**src/rtl/mem_bank_arbiter.sv**
```systemverilog
// mem_bank_arbiter: shares one single-ported memory bank between NumReq
// requesters. A round-robin arbiter picks one request in IDLE, drives the
// bank for exactly one ACCESS cycle, then holds the registered read data
// in RESP until the owning requester accepts it. Only one transaction is in
// flight at a time, so sustained throughput is one transaction per 3 cycles.
module mem_bank_arbiter #(
    parameter  int NumReq    = 4,
    parameter  int AddrWidth = 8,
    parameter  int DataSize  = 2,
    localparam int DataBytes = 2 ** DataSize,
    localparam int DataWidth = 8 * DataBytes,
    localparam int IdxWidth  = $clog2(NumReq)
) (
    input  logic                                clk_i,
    input  logic                                rst_ni,

    // request channels, one per requester
    input  logic [NumReq-1:0]                   req_valid_i,
    output logic [NumReq-1:0]                   req_ready_o,
    input  logic [NumReq-1:0]                   req_we_i,
    input  logic [NumReq-1:0][AddrWidth-1:0]    req_addr_i,
    input  logic [NumReq-1:0][DataWidth-1:0]    req_wdata_i,
    input  logic [NumReq-1:0][DataBytes-1:0]    req_wstrb_i,

    // response channels; read data is shared, qualified by rsp_valid_o
    output logic [NumReq-1:0]                   rsp_valid_o,
    input  logic [NumReq-1:0]                   rsp_ready_i,
    output logic [DataWidth-1:0]                rsp_rdata_o,

    // memory bank side
    output logic                                mem_cs_o,
    output logic [AddrWidth-1:0]                mem_addr_o,
    output logic [DataWidth-1:0]                mem_wdata_o,
    output logic [DataBytes-1:0]                mem_wstrb_o,
    input  logic [DataWidth-1:0]                mem_rdata_i
);

    typedef enum logic [1:0] {
        ST_IDLE   = 2'd0,
        ST_ACCESS = 2'd1,
        ST_RESP   = 2'd2
    } state_e;

    state_e                 state_q;
    logic [IdxWidth-1:0]    ptr_q;
    logic [IdxWidth-1:0]    owner_q;
    logic                   we_q;
    logic [AddrWidth-1:0]   addr_q;
    logic [DataWidth-1:0]   wdata_q;
    logic [DataBytes-1:0]   wstrb_q;
    logic [DataWidth-1:0]   rdata_q;

    // Round-robin search: candidate gi is the requester gi places after ptr.
    logic [NumReq-1:0][IdxWidth-1:0] cand_idx;
    logic [NumReq-1:0]               cand_valid;
    logic                            grant_found;
    logic [IdxWidth-1:0]             grant_idx;
    logic [IdxWidth-1:0]             ptr_d;

    for (genvar gi = 0; gi < NumReq; gi++) begin : g_cand
        // modulo wrap written as a compare so NumReq need not be a power of two
        assign cand_idx[gi] = (int'(ptr_q) + gi >= NumReq)
                            ? IdxWidth'(int'(ptr_q) + gi - NumReq)
                            : IdxWidth'(int'(ptr_q) + gi);
        assign cand_valid[gi] = req_valid_i[cand_idx[gi]];
    end

    // Pick the first valid candidate in search order (ptr, ptr+1, ...).
    always_comb begin
        grant_found = 1'b0;
        grant_idx   = '0;
        for (int k = 0; k < NumReq; k++) begin
            if (!grant_found && cand_valid[k]) begin
                grant_found = 1'b1;
                grant_idx   = cand_idx[k];
            end
        end
    end

    // The requester after the winner gets first look next time.
    assign ptr_d = (int'(grant_idx) == NumReq - 1) ? '0 : grant_idx + 1'b1;

    // Sequencer: accept in IDLE, drive bank for one cycle, hold response.
    always_ff @(posedge clk_i) begin
        if (!rst_ni) begin
            state_q <= ST_IDLE;
            ptr_q   <= '0;
            owner_q <= '0;
            we_q    <= 1'b0;
            addr_q  <= '0;
            wdata_q <= '0;
            wstrb_q <= '0;
            rdata_q <= '0;
        end else begin
            case (state_q)
                ST_IDLE: begin
                    if (grant_found) begin
                        owner_q <= grant_idx;
                        we_q    <= req_we_i[grant_idx];
                        addr_q  <= req_addr_i[grant_idx];
                        wdata_q <= req_wdata_i[grant_idx];
                        wstrb_q <= req_wstrb_i[grant_idx];
                        ptr_q   <= ptr_d;
                        state_q <= ST_ACCESS;
                    end
                end
                ST_ACCESS: begin
                    // bank read data is the pre-write word, also for writes
                    rdata_q <= mem_rdata_i;
                    state_q <= ST_RESP;
                end
                ST_RESP: begin
                    if (rsp_ready_i[owner_q]) begin
                        state_q <= ST_IDLE;
                    end
                end
                default: begin
                    state_q <= ST_IDLE;
                end
            endcase
        end
    end

    // Per-requester handshake outputs, all forced low while in reset.
    for (genvar gi = 0; gi < NumReq; gi++) begin : g_port
        assign req_ready_o[gi] = rst_ni && (state_q == ST_IDLE) && grant_found
                               && (grant_idx == IdxWidth'(gi));
        assign rsp_valid_o[gi] = rst_ni && (state_q == ST_RESP)
                               && (owner_q == IdxWidth'(gi));
    end

    assign rsp_rdata_o = rdata_q;

    // Gating cs/wstrb with reset keeps a transaction aborted mid-ACCESS
    // from touching the bank.
    assign mem_cs_o    = rst_ni && (state_q == ST_ACCESS);
    assign mem_wstrb_o = (mem_cs_o && we_q) ? wstrb_q : '0;
    assign mem_addr_o  = addr_q;
    assign mem_wdata_o = wdata_q;

endmodule

```
**config.mk**
```make
export PLATFORM = sky130hd
export DESIGN_NAME = mem_bank_arbiter
export DESIGN_NICKNAME = d
export VERILOG_FILES = /design/src/rtl/mem_bank_arbiter.sv
export SDC_FILE = /design/constraint.sdc
export NUM_CORES = 1
export LEC_CHECK = 0
export BUFFER_PORTS_ARGS = -buffer_cell sky130_fd_sc_hd__buf_2
export CORE_ASPECT_RATIO = 1.75
export CORE_MARGIN = 4
export CORE_UTILIZATION = 30
export CTS_CLUSTER_SIZE = 40
export DETAILED_ROUTE_END_ITERATION = 8
export PLACE_DENSITY = 0.59
export SYNTH_ARGS = -nofsm -noshare
export SYNTH_HDL_FRONTEND = slang
export SYNTH_SLANG_ARGS = --single-unit
```
**constraint.sdc**
```tcl
create_clock -name clk_i -period 3.1 [get_ports clk_i]
set_input_delay 0.775 -clock clk_i [delete_from_list [all_inputs] [get_ports clk_i]]
set_output_delay 0.775 -clock clk_i [all_outputs]
set_load 0.03 [all_outputs]
```
# After elaboration in Yosys (flattened, before gate mapping)
# Cells that the tools add are included.
[totals] ff_bits=83 latch_bits=0 ram_bits=0 mem_bits_ro=0 in_bits=222 output_inout_bits=85 word_cells=96 memories=0
[op_classes] addsub=8 n_mul=0 div_mod_pow=0 n_lt_le_gt_ge=10 n_eq_ne=11 n_shift=0 muxes=35 bitwise_logic=0 n_reduce_logical=24
[ops] op="binary-select mux 32 bit (select 2 bit)" count=1
[ops] op="two-way mux 32 bit" count=1
[ops] op="two-way mux 2 bit" count=11
[ops] op="less-than comparator 2 x 3 -> 1 bit (second input constant)" count=6
[ops] op="binary-select mux 8 bit (select 2 bit)" count=1
[ops] op="logical AND 1 bit" count=16
[ops] op="binary-select mux 1 bit (select 2 bit)" count=6
[ops] op="equality test 2 bit (second input constant)" count=5
[ops] op="two-way mux 1 bit" count=10
[ops] op="greater-or-equal comparator 3 bit (second input constant)" count=3
[ops] op="binary-select mux 4 bit (select 2 bit)" count=1
[ops] op="equality test 2 x 1 -> 1 bit (second input constant)" count=4
[ops] op="two-way mux 4 bit" count=2
[ops] op="two-way mux 8 bit" count=1
[ops] op="subtractor 2 x 1 -> 2 bit (second input constant)" count=4
[ops] op="adder 2 x 2 -> 3 bit (second input constant)" count=2
[ops] op="logical NOT 2 bit" count=3
[ops] op="one-hot mux 2 bit (3 select lines)" count=1
[ops] op="!= test 2 bit (second input constant)" count=2
[ops] op="AND reduction 2 bit" count=2
[ops] op="adder 2 x 1 -> 3 bit (second input constant)" count=1
[ops] op="greater-or-equal comparator 2 x 3 -> 1 bit (second input constant)" count=1
[ops] op="logical NOT 1 bit" count=3
[ops] op="adder 2 x 1 -> 2 bit (second input constant)" count=1

# Longest topological paths before layout
# Gate-level depths: netlist (run 1).
[depth] depth_word=16 ltp_mapped=10 ltp_nobuf=7

# Worst setup path after synthesis (run 1)
# OpenSTA, ideal clock, no wires.
[synth_timing] path_type="input-to-output" start="input port req_valid_i[2]" end="output port req_ready_o[1]" arrival_ps=2350 required_time_ps=2325 setup_slack_ps=-25 path_stages=7 n_path_buf=2 path_cell_list="mux2i_1 nor2_1 nor3_2 buf_4 buf_6 inv_1 nor3_1"
[synth_between] elab_chain_cells=14 elab_cells_between_ends=25 cone_classes="1 x eq/ne; 16 x mux; 8 x reduce/logical"
[synth_lines] item="from (decl)" line_no="18" rtl="input logic [NumReq-1:0] req_valid_i,"
[synth_lines] item="binary-select mux 1 bit (select 2 bit)" line_no="65" rtl="assign cand_valid[gi] = req_valid_i[cand_idx[gi]];"
[synth_lines] item="two-way mux 1 bit (implied by the code)" line_no="65"
[synth_lines] item="two-way mux 1 bit" line_no="73" rtl="if (!grant_found && cand_valid[k]) begin"
[synth_lines] item="logical NOT 1 bit" line_no="73"
[synth_lines] item="logical AND 1 bit" line_no="73"
[synth_lines] item="two-way mux 1 bit" line_no="73"
[synth_lines] item="logical NOT 1 bit" line_no="73"
[synth_lines] item="logical AND 1 bit" line_no="73"
[synth_lines] item="two-way mux 1 bit" line_no="73"
[synth_lines] item="logical NOT 1 bit" line_no="73"
[synth_lines] item="logical AND 1 bit" line_no="73"
[synth_lines] item="two-way mux 2 bit or two-way mux 1 bit (tied branches)" line_no="73"
[synth_lines] item="equality test 2 x 1 -> 1 bit or logical AND 1 bit (tied branches)" line_no="127, 126"
[synth_lines] item="logical AND 1 bit (*)" line_no="127" rtl="&& (grant_idx == IdxWidth'(gi));"
[synth_lines] item="to (decl)" line_no="19" rtl="output logic [NumReq-1:0] req_ready_o,"
# Mark *: on every way between the ends. The rest lies on a longest branch, timed or not. The select of a mux whose other input is x is not followed.

# Worst setup path in the final report (run 1)
[layout_timing] start="input port req_valid_i[0]" end="output port req_ready_o[3]"
[layout_between] elab_chain_cells=14 elab_cells_between_ends=25 cone_classes="1 x eq/ne; 16 x mux; 8 x reduce/logical"
[layout_lines] item="binary-select mux 1 bit (select 2 bit)" line_no="65"
[layout_lines] item="two-way mux 1 bit (implied by the code)" line_no="65"
[layout_lines] item="two-way mux 1 bit" line_no="73"
[layout_lines] item="logical NOT 1 bit" line_no="73"
[layout_lines] item="logical AND 1 bit" line_no="73"
[layout_lines] item="two-way mux 1 bit" line_no="73"
[layout_lines] item="logical NOT 1 bit" line_no="73"
[layout_lines] item="logical AND 1 bit" line_no="73"
[layout_lines] item="two-way mux 1 bit" line_no="73"
[layout_lines] item="logical NOT 1 bit" line_no="73"
[layout_lines] item="logical AND 1 bit" line_no="73"
[layout_lines] item="two-way mux 2 bit or two-way mux 1 bit (tied branches)" line_no="73"
[layout_lines] item="equality test 2 bit or logical AND 1 bit (tied branches)" line_no="127, 126"
[layout_lines] item="logical AND 1 bit (*)" line_no="127"
# Marked as above.

==> results of run 1 <==
[state kept, by name, indices dropped and copies added (netlist names)]
signal and flops:
mem_wdata_o 32, rsp_rdata_o 32, mem_addr_o 8, wstrb_q 4, owner_q 2, ptr_q 2
state_q 2, we_q 1
[report_power, final]
part	switching [mW]	internal, mW
clock	0.467	0.655
sequential	0.108	1.23
combinational	0.815	0.500
total	1.39	2.38
[through the flow]
stage | power [mW] | setup slack, ns | instances | area [um^2] | utilization [%]
after global placement | 2.69 | 0.119 | 917 | 6230 | 41.5
after CTS | 3.84 | 0.121 | 933 | 6540 | 43.6
after detailed placement | 2.70 | 0.0342 | 917 | 6230 | 41.5
final | 3.77 | 0.156 | 933 | 6540 | 43.6
after floorplan | 2.27 | 0.218 | 455 | 4640 | -
after global routing | 3.98 | 0.0229 | 933 | 6540 | 43.6
[cell families after synthesis]
family	Yosys count	share of synthesized area, %
adders and majority gates	1	0.270
muxes	49	10.9
DFF	83	35.8
AOI/OAI and AO/OA	132	30.3
and+or+nand+nor	146	15.7
buffers and inverters	44	7.07
[cell type report]
class | count | area [um^2] | share of cell area [%]
clock buffers | 10 | 239 | 3.66
flip-flops and latches | 83 | 1660 | 25.4
multi-input cells | 328 | 2680 | 41.0
repair buffers | 319 | 1640 | 25.1
clock inverters | 6 | 71.3 | 1.09
well taps | 183 | 229 | 3.50
inverters | 4 | 15.0 | 0.230
[critical path, stage by stage]
cell and delay (ns):
buf_2 0.14, a21o_1 0.17, a21boi_0 0.30, o22ai_4 0.11
inv_1 0.14, nand2_2 0.07, nor2_1 0.20, buf_2 0.25
[worst paths after layout]
| path | cells after the start | slack [ns] | end | startpoint |
|---|---|---|---|---|
| setup / recovery | 8 | 0.16 | req_ready_o[3] | req_valid_i[0] |
| hold reg to reg | 2 | 0.46 | rsp_rdata_o[25]$_SDFFE_PN0N_ | rsp_rdata_o[25]$_SDFFE_PN0N_ |
| hold / removal | 2 | 0.46 | rsp_rdata_o[25]$_SDFFE_PN0N_ | rsp_rdata_o[25]$_SDFFE_PN0N_ |
| setup reg to reg | 6 | 0.49 | mem_wdata_o[13]$_SDFFE_PN0P_ | state_q[0]$_SDFFE_PN0P_ |
[placed cells by master, fill, tap and decap left out, drive strengths merged]
master,count
nor4,3
a21o,1
o21a,1
mux2i,48
clkinvlp,2
bufinv,1
nand2b,1
nand3,45
and3,2
a31oi,1
ha,1
o21ai,2
clkbuf,10
nor3,2
o22ai,1
nand2,70
nor2,5
o211a,1
dfxtp,83
nand4b,2
buf,319
inv,7
or4,1
a21oi,2
o211ai,45
or3,1
mux4,1
nor2b,4
a21boi,33
nor3b,4
a22oi,45
and2,6
[routing by layer]
metal	GRT usage (%)	vias up	wire, um
met1	18.2	2087	5610
met3	4.56	16	1400
met5	0	-	0
li1	-	2256	-
met4	4.80	0	243
met2	35.2	200	9060
==> flow_summary.json, run 1 <==
{
  "rsz0062_at_grt": "false",
  "drt-wirelength-per-cell_um": 17.5,
  "yosysSeqAreaShare_pct": 35.8,
  "dp_hpwl_um": 12700,
  "yosys.area.top_type": "dfxtp_1",
  "critPathCaptureType": "output port",
  "grt_pass1_wl_um": 24600,
  "maxClockFrequency_mhz": 340,
  "skew_ns": 0.00484,
  "hold_viol": 0,
  "cts_setup_buffers": 0,
  "detail-route-antenna-nets": 0,
  "finalSetupViolCount": 0,
  "syn_area_per_cell_um2": 10.2,
  "gr-usage-all-layers_pct": 17.9,
  "synth-main-ff-cell": "dfxtp_1",
  "critPathMaxFanout": 6,
  "fin_setup_tns_ns": 0,
  "core-area_mm2": 0.0150,
  "synthTopCellsByArea": "dfxtp_1 36%, o211ai_2 11%, a22oi_2 11%",
  "wl_um": 16300,
  "clockBufferDepth": 2,
  "nNetsFinal": 968,
  "die_h_um": 172,
  "min_period_ns": 2.94,
  "clock_sinks": 83,
  "antenna_found_initial": 0,
  "synth_most_common_cell": "dfxtp_1",
  "cts_resized": 0,
  "crit_required_ns": 2.32,
  "syn2layout_area_growth_pct": 41.0,
  "die_area_mm2": 0.0176,
  "clk_latency_ns": 0.34,
  "slew_headroom_pct": 19.6,
  "startpoint_type": "primary input",
  "synth_cell_types": 42,
  "worstMarginPinSlew_ns": 1.20,
  "vias": 4559,
  "ir_drop_uv": 290,
  "grt_max_degree": 48,
  "cts_hold_buf": 0,
  "globalplace.congestion": 0.791,
  "synth_cells": 455,
  "timing.hold.ws_ns": 0.457,
  "initial_core_util_pct": 30.9,
  "synthTopCellsByCount": "83 x dfxtp_1, 68 x nand2_1, 48 x mux2i_1",
  "num-fill-cells": 1549,
  "rows": 59,
  "io_buffers": 306,
  "antennaDiodeCount": 0,
  "clkSlewWorstSetupHoldPaths_ns": 0.07,
  "htree_levels": 3,
  "min_path_type": "register to register",
  "ios": 307,
  "synth_fp_nets": 678,
  "async_flop_share_pct": 0,
  "final_max_slew_viol_count": 0,
  "grt_pass1_vias": 4758,
  "drive_above_1_share_pct": 57.1,
  "crit_type": "primary input to output port",
  "ys_warn_count": 0,
  "dr.first_iter.drc_count": 76,
  "ys_seq_elements": 83,
  "worstPathArrival_ns": 2.17,
  "tritoncts": "yes",
  "synth_top_area_share_pct": 35.8,
  "drc": 0,
  "period_share_pct": 95.0,
  "netlist_area_mm2": 0.00464,
  "first_pass_iters": 4,
  "die_w_um": 102,
  "root_buffer": "clkbuf_16",
  "grt.overflow.total": 0,
  "powerDensity_mw_per_mm2": 577,
  "drv_cap": 0,
  "leakagePower_nw": 3.13,
  "status": "complete, no violations",
  "synth-edff-count": 0,
  "cts_made_buffers": 9,
  "routed_via_density": 4.89
}
Note: power is estimated with default switching activity, not from simulation.
==> run 2, diff against run 1 <==
--- a/config.mk
+++ b/config.mk
@@ -6,12 +6,11 @@
 export NUM_CORES = 1
 export LEC_CHECK = 0
 export BUFFER_PORTS_ARGS = -buffer_cell sky130_fd_sc_hd__buf_2
-export CORE_ASPECT_RATIO = 1.75
-export CORE_MARGIN = 4
-export CORE_UTILIZATION = 30
+export CORE_AREA = 4 4 116 118
 export CTS_CLUSTER_SIZE = 40
 export DETAILED_ROUTE_END_ITERATION = 8
-export PLACE_DENSITY = 0.59
+export DIE_AREA = 0 0 120 122
+export PLACE_DENSITY = 0.71
 export SYNTH_ARGS = -nofsm -noshare
 export SYNTH_HDL_FRONTEND = slang
 export SYNTH_SLANG_ARGS = --single-unit
==> run 2 against run 1 <==
Against the previous run: sequential power about the same; sequential cell count unchanged; final area decreased by 0.57%; global-route usage increased by 1.2 points; first-iteration DRC count increased to 3.0 times the previous value; largest power group unchanged; utilization increased by 8.5 points; routed wire length decreased by 7.8%; sequential share of layout area increased by 0.15 points; maximum frequency increased by 2.1%; die area decreased by 17%.
==> flow_summary.json, run 2 (synthesis gave the netlist of run 1 again) <==
{
  "status": "complete, no violations",
  "ir_drop_uv": 294,
  "fin_setup_tns_ns": 0,
  "grt_max_degree": 48,
  "power_mw": 3.73,
  "rsz0062_at_grt": "false",
  "powerDensity_mw_per_mm2": 575,
  "drive_above_1_share_pct": 56.9,
  "crit_type": "primary input to output port",
  "layout_common_cells": "306 x buf_2, 83 x dfxtp_1, 68 x nand2_1",
  "routed_via_density": 4.96,
  "dr.first_iter.drc_count": 225,
  "cts_hold_buf": 0,
  "cts_setup_buffers": 0,
  "crit_family": "compound AO/OA/AOI/OAI gates",
  "p_comb_share_pct": 34.5,
  "syn2layout_area_growth_pct": 40.2,
  "die_h_um": 122,
  "wl_um": 15000,
  "antenna_found_initial": 0,
  "worstPathCellList": "buf_2 > a21o_1 > a21boi_0 > o22ai_4 > inv_1 > ha_1 > and3_1 > buf_2",
  "first_pass_iters": 5,
  "rows": 41,
  "finalSetupViolCount": 0,
  "ios": 307,
  "timing.hold.ws_ns": 0.458,
  "initial_core_util_pct": 37.2,
  "clkSlewWorstSetupHoldPaths_ns": 0.07,
  "skew_ns": 0.00619,
  "leakagePower_nw": 3.12,
  "place_ws_ns": 0.180,
  "htree_levels": 3,
  "globalplace.congestion": 0.757,
  "worstPathArrival_ns": 2.11,
  "max_stage_delay_ns": 0.31,
  "clockBufferDepth": 2,
  "slew_headroom_pct": 46.6,
  "grt_pass1_wl_um": 22700,
  "grt.overflow.total": 0,
  "min_path_type": "register to register",
  "maxClockFrequency_mhz": 347,
  "gr-usage-all-layers_pct": 19.2,
  "core-area_mm2": 0.0125,
  "drt-wirelength-per-cell_um": 16.4,
  "dp_hpwl_um": 11200,
  "min_period_ns": 2.88,
  "antennaDiodeCount": 0,
  "period_share_pct": 93.0,
  "root_buffer": "clkbuf_16",
  "clk_latency_ns": 0.33,
  "cts_made_buffers": 9,
  "place_area_mm2": 0.00619,
  "clkPwrFrac_pct": 29.7,
  "crit_path_top_delay_cell": "a21boi_0",
  "internal-power_mw": 2.36,
  "vias": 4562,
  "grt_pass1_vias": 4431,
  "hold_viol": 0,
  "layout_setup_ws_ns": 0.217,
  "final_common_cell": "buf_2",
  "critPathCaptureType": "output port",
  "swShare_pct": 36.8,
  "crit_required_ns": 2.32,
  "startpoint_type": "primary input",
  "stdcell_area_mm2": 0.00650,
  "nNetsFinal": 965,
  "p_sw_mw": 1.38,
  "drv_cap": 0,
  "worstMarginPinSlew_ns": 0.801,
  "cts_resized": 0,
  "final_max_slew_viol_count": 0,
  "critPathMaxFanout": 6,
  "path_buf_inv": 3,
  "io_buffers": 306,
  "seqPwrFrac_pct": 35.8,
  "tritoncts": "yes",
  "drc": 0,
  "die_w_um": 120,
  "detail-route-antenna-nets": 0,
  "die_area_mm2": 0.0146,
  "path_common_cell": "buf_2",
  "clock_sinks": 83
}
==> run 2: cell count changes in the layout (fill, tap and decap cells not counted), sizes merged <==
cell	previous run	this run
clkinv	0	2
buf	319	316
clkinvlp	2	1
clkbuf	10	9
==> run 2: worst min-delay path, stage by stage (launching register included) <==
cell and delay [ns]:
dfxtp_1 0.31, nand2_1 0.04, a21boi_0 0.06
==> run 2: metrics by stage <==
stage	instances	utilization, %
final	919	52.1
after floorplan	455	-
after CTS	919	52.1
after global placement	903	49.7
after detailed placement	903	49.7
after global routing	919	52.1
==> run 2: power by group through the flow <==
stage	Combinational, mW	Sequential (mW)	Clock (mW)
2_1_floorplan	0.663	1.61	0
3_3_place_gp	1.29	1.36	0
3_5_place_dp	1.30	1.35	0
4_1_cts	1.30	1.34	1.14
5_1_grt	1.39	1.36	1.18
6_report	1.29	1.34	1.11
==> run 2: per-layer routing <==
layer	vias to the layer above	wire, um	track usage (%)
li1	2262	-	-
met1	2098	5920	22.7
met2	187	7640	34.0
met3	15	1300	5.57
met4	0	174	4.87
met5	-	0	0
==> run 2: layout make-up <==
type	instances	area (um^2)
clock buffers	9	225
inverters	4	15.0
well taps	172	215
clock inverters	7	83.8
repair buffers	316	1620
flip-flops and latches	83	1660
fillers	1229	5970
multi-input cells	328	2680
==> run 2: worst paths after layout <==
check	startpoint	to	slack [ns]	depth (start not counted)
max reg2reg	ptr_q[1]$_SDFFE_PN0P_	mem_addr_o[2]$_SDFFE_PN0P_	0.72	6
max	req_valid_i[0]	req_ready_o[2]	0.22	8
min	rsp_rdata_o[22]$_SDFFE_PN0N_	rsp_rdata_o[22]$_SDFFE_PN0N_	0.46	2
min reg2reg	rsp_rdata_o[22]$_SDFFE_PN0N_	rsp_rdata_o[22]$_SDFFE_PN0N_	0.46	2
==> run 3, diff against run 2 <==
==> config.mk (replaced) <==
export PLATFORM = sky130hd
export DESIGN_NAME = mem_bank_arbiter
export DESIGN_NICKNAME = d
export VERILOG_FILES = /design/src/rtl/mem_bank_arbiter.sv
export SDC_FILE = /design/constraint.sdc
export NUM_CORES = 1
export LEC_CHECK = 0
export ABC_AREA = 1
export BUFFER_PORTS_ARGS = -buffer_cell sky130_fd_sc_hd__buf_2
export CORE_AREA = 4 4 117 119
export CTS_CLUSTER_SIZE = 40
export DETAILED_ROUTE_END_ITERATION = 8
export DIE_AREA = 0 0 121 123
export PLACE_DENSITY = 0.74
export SYNTH_ARGS = -nofsm -noshare
export SYNTH_HDL_FRONTEND = slang
export SYNTH_SLANG_ARGS = --single-unit
==> constraint.sdc (replaced) <==
create_clock -name clk_i -period 3.3 [get_ports clk_i]
set_input_delay 0.825 -clock clk_i [delete_from_list [all_inputs] [get_ports clk_i]]
set_output_delay 0.825 -clock clk_i [all_outputs]
set_load 0.01 [all_outputs]
==> run 3 against run 2 <==
Against the previous run: clock skew is 0.0014 ns lower; synthesized cell count is 91% higher; highest routed layer unchanged; sequential power rose by 10%; register-to-register slack better by 0.14 ns; largest cell class unchanged; power grew 58%; clock power shrank 8%; non-clock buffer count rose by 7.
==> flow_summary.json, run 3 <==
{
  "critPathCaptureType": "output port",
  "yosysSeqAreaShare_pct": 31.8,
  "final_util_pct": 56.5,
  "final_max_slew_viol_count": 0,
  "tritoncts": "yes",
  "worstMarginPinSlew_ns": 0.631,
  "path_common_cell": "inv_1",
  "startpoint_type": "primary input",
  "root_buffer": "clkbuf_16",
  "grt_pass1_vias": 5764,
  "power_mw": 5.90,
  "netlist_area_mm2": 0.00523,
  "leakagePower_nw": 4.23,
  "final_common_cell": "buf_2",
  "syn_area_per_cell_um2": 6.00,
  "synth_cell_types": 29,
  "async_flop_share_pct": 0,
  "crit_type": "primary input to output port",
  "synthTopCellsByCount": "251 x nand2_1, 151 x nand3_1, 122 x inv_1",
  "worstPathArrival_ns": 2.31,
  "grt_pass1_wl_um": 28000,
  "skew_ns": 0.00474,
  "clkSlewWorstSetupHoldPaths_ns": 0.06,
  "busiest_layer": "met2",
  "antenna_found_initial": 0,
  "grt.overflow.total": 0,
  "ios": 307,
  "maxClockFrequency_mhz": 319,
  "ir_drop_uv": 555,
  "yosys.area.top_type": "dfxtp_1",
  "crit_family": "simple AND/OR/NAND/NOR gates",
  "dp_hpwl_um": 13600,
  "status": "complete, no violations",
  "routed_via_density": 4.70,
  "clockBufferDepth": 2,
  "die_area_mm2": 0.0149,
  "period_share_pct": 95.1,
  "synth_most_common_cell": "nand2_1",
  "detail-route-antenna-nets": 0,
  "cts_hold_buf": 0,
  "drive_above_1_share_pct": 31.6,
  "cts_setup_buffers": 0,
  "antennaDiodeCount": 0,
  "syn2layout_area_growth_pct": 35.7,
  "wl_um": 17800,
  "ys_seq_elements": 83,
  "min_path_type": "register to register",
  "nNetsFinal": 1375,
  "crit_required_ns": 2.47,
  "drt-wirelength-per-cell_um": 13.4,
  "globalplace.congestion": 0.879,
  "crit_path_top_delay_cell": "nor2_8",
  "path_buf_inv": 6,
  "hold_viol": 0,
  "drc": 0,
  "finalSetupViolCount": 0,
  "gr-usage-all-layers_pct": 23.2,
  "min_period_ns": 3.14,
  "use_met2_pct": 42.1,
  "io_buffers": 306,
  "synth_top_area_share_pct": 31.8,
  "synth_fp_nets": 1094,
  "htree_levels": 3,
  "clk_latency_ns": 0.33,
  "rsz0062_at_grt": "true",
  "slew_headroom_pct": 57.9,
  "synthTopCellsByArea": "dfxtp_1 32%, nand2_1 18%, nand3_1 14%",
  "clock_sinks": 83,
  "first_pass_iters": 8,
  "dr.first_iter.drc_count": 288,
  "cts_made_buffers": 9,
  "gr-usage-met1_pct": 27.8,
  "drv_cap": 0,
  "core-area_mm2": 0.0126,
  "ys_warn_count": 0,
  "die_w_um": 121,
  "synth_cells": 871,
  "max_stage_delay_ns": 0.23,
  "die_h_um": 123,
  "critPathMaxFanout": 11,
  "initial_core_util_pct": 41.6,
  "num-fill-cells": 1297,
  "worstPathCellList": "buf_2 > inv_1 > nand2_1 > nand3_1 > nand2_2 > inv_2 > nand3_1 > nor2_4 > nor2_8 > inv_1 > ha_1 > inv_1 > nor2_1 > buf_2",
  "synth-main-ff-cell": "dfxtp_1",
  "grt_max_degree": 63,
  "grt_use_met3_pct": 5.12,
  "layout_common_cells": "306 x buf_2, 249 x nand2_1, 151 x nand3_1",
  "powerDensity_mw_per_mm2": 831,
  "synth-edff-count": 0,
  "rows": 41,
  "vias": 6246
}
==> run 3: final cells by class <==
| type | instances | area [um^2] | area share [%] |
|---|---|---|---|
| Clock buffer | 9 | 225 | 3.17 |
| Sequential cell | 83 | 1660 | 23.4 |
| Inverter | 133 | 499 | 7.04 |
| Tap cell | 172 | 215 | 3.03 |
| Timing Repair Buffer | 323 | 1680 | 23.6 |
| Multi-Input combinational cell | 602 | 2740 | 38.6 |
| Clock inverter | 7 | 77.6 | 1.09 |
==> run 3: where the power goes <==
part | switching [mW] | leakage [nW] | internal, mW
sequential | 0.156 | 0.685 | 1.33
clock | 0.424 | 0.146 | 0.592
combinational | 2.28 | 3.40 | 1.12
==> run 3: cells by family after synthesis <==
kind of cell / after synthesis / share of synthesized area [%]
AND/OR/NAND/NOR: 558 / 47.7
buffers and inverters: 186 / 16.0
flip-flops: 83 / 31.8
AO/OA/AOI/OAI: 43 / 4.28
adder cells (fa/ha/maj): 1 / 0.239
==> run 3: through the flow <==
stage | setup TNS, ns | std cells | worst slack [ns] | cell area [um^2] | hold slack (ns)
final | 0 | 1329 | 0.161 | 7100 | 0.470
after CTS | 0 | 1329 | 0.118 | 7080 | 0.475
after global routing | -0.0146 | 1329 | -0.0146 | 7100 | 0.490
after floorplan | 0 | 871 | 0.319 | 5230 | 0.442
after global placement | 0 | 1313 | 0.155 | 6780 | 0.453
after detailed placement | 0 | 1313 | 0.120 | 6780 | 0.453
==> run 3: routing by layer <==
| layer | wire [um] | share of wire [%] | vias to the layer above |
|---|---|---|---|
| met1 | 7150 | 40 | 2714 |
| met3 | 1420 | 8.0 | 25 |
| li1 | - | - | 3265 |
| met2 | 8930 | 50 | 242 |
| met4 | 272 | 1.5 | 0 |
| met5 | 0 | 0 | - |
==> run 3: worst register-to-register path: stages, from the launching register on <==
cell	delay (ns)
dfxtp_1	0.43
inv_2	0.12
nand2_1	0.08
nand2_1	0.11
nand2_1	0.15
o21ai_0	0.14
nand3_1	0.12
nand2_2	0.07
nand2_2	0.14
buf_4	0.53
nand2_1	0.17
nand3_1	0.11
nand2_1	0.08
inv_2	0.05
nand2_1	0.04
==> run 3: final timing paths <==
check                                             start                          to  slack, ns  depth (start not counted)
worst min-delay path            wstrb_q[2]$_SDFFE_PN0P_     wstrb_q[2]$_SDFFE_PN0P_       0.47                          2
worst max register to register    ptr_q[1]$_SDFFE_PN0P_  mem_addr_o[6]$_SDFFE_PN0P_       0.86                         14
worst min register to register  wstrb_q[2]$_SDFFE_PN0P_     wstrb_q[2]$_SDFFE_PN0P_       0.47                          2
worst max-delay path                     req_valid_i[0]              req_ready_o[2]       0.16                         14
==> run 3: what timing repair did <==
action / CTS / global route
hold endpoints to repair: 0 / 0
resized for setup: 0 / 3
endpoints found under the setup margin: 0 / 2
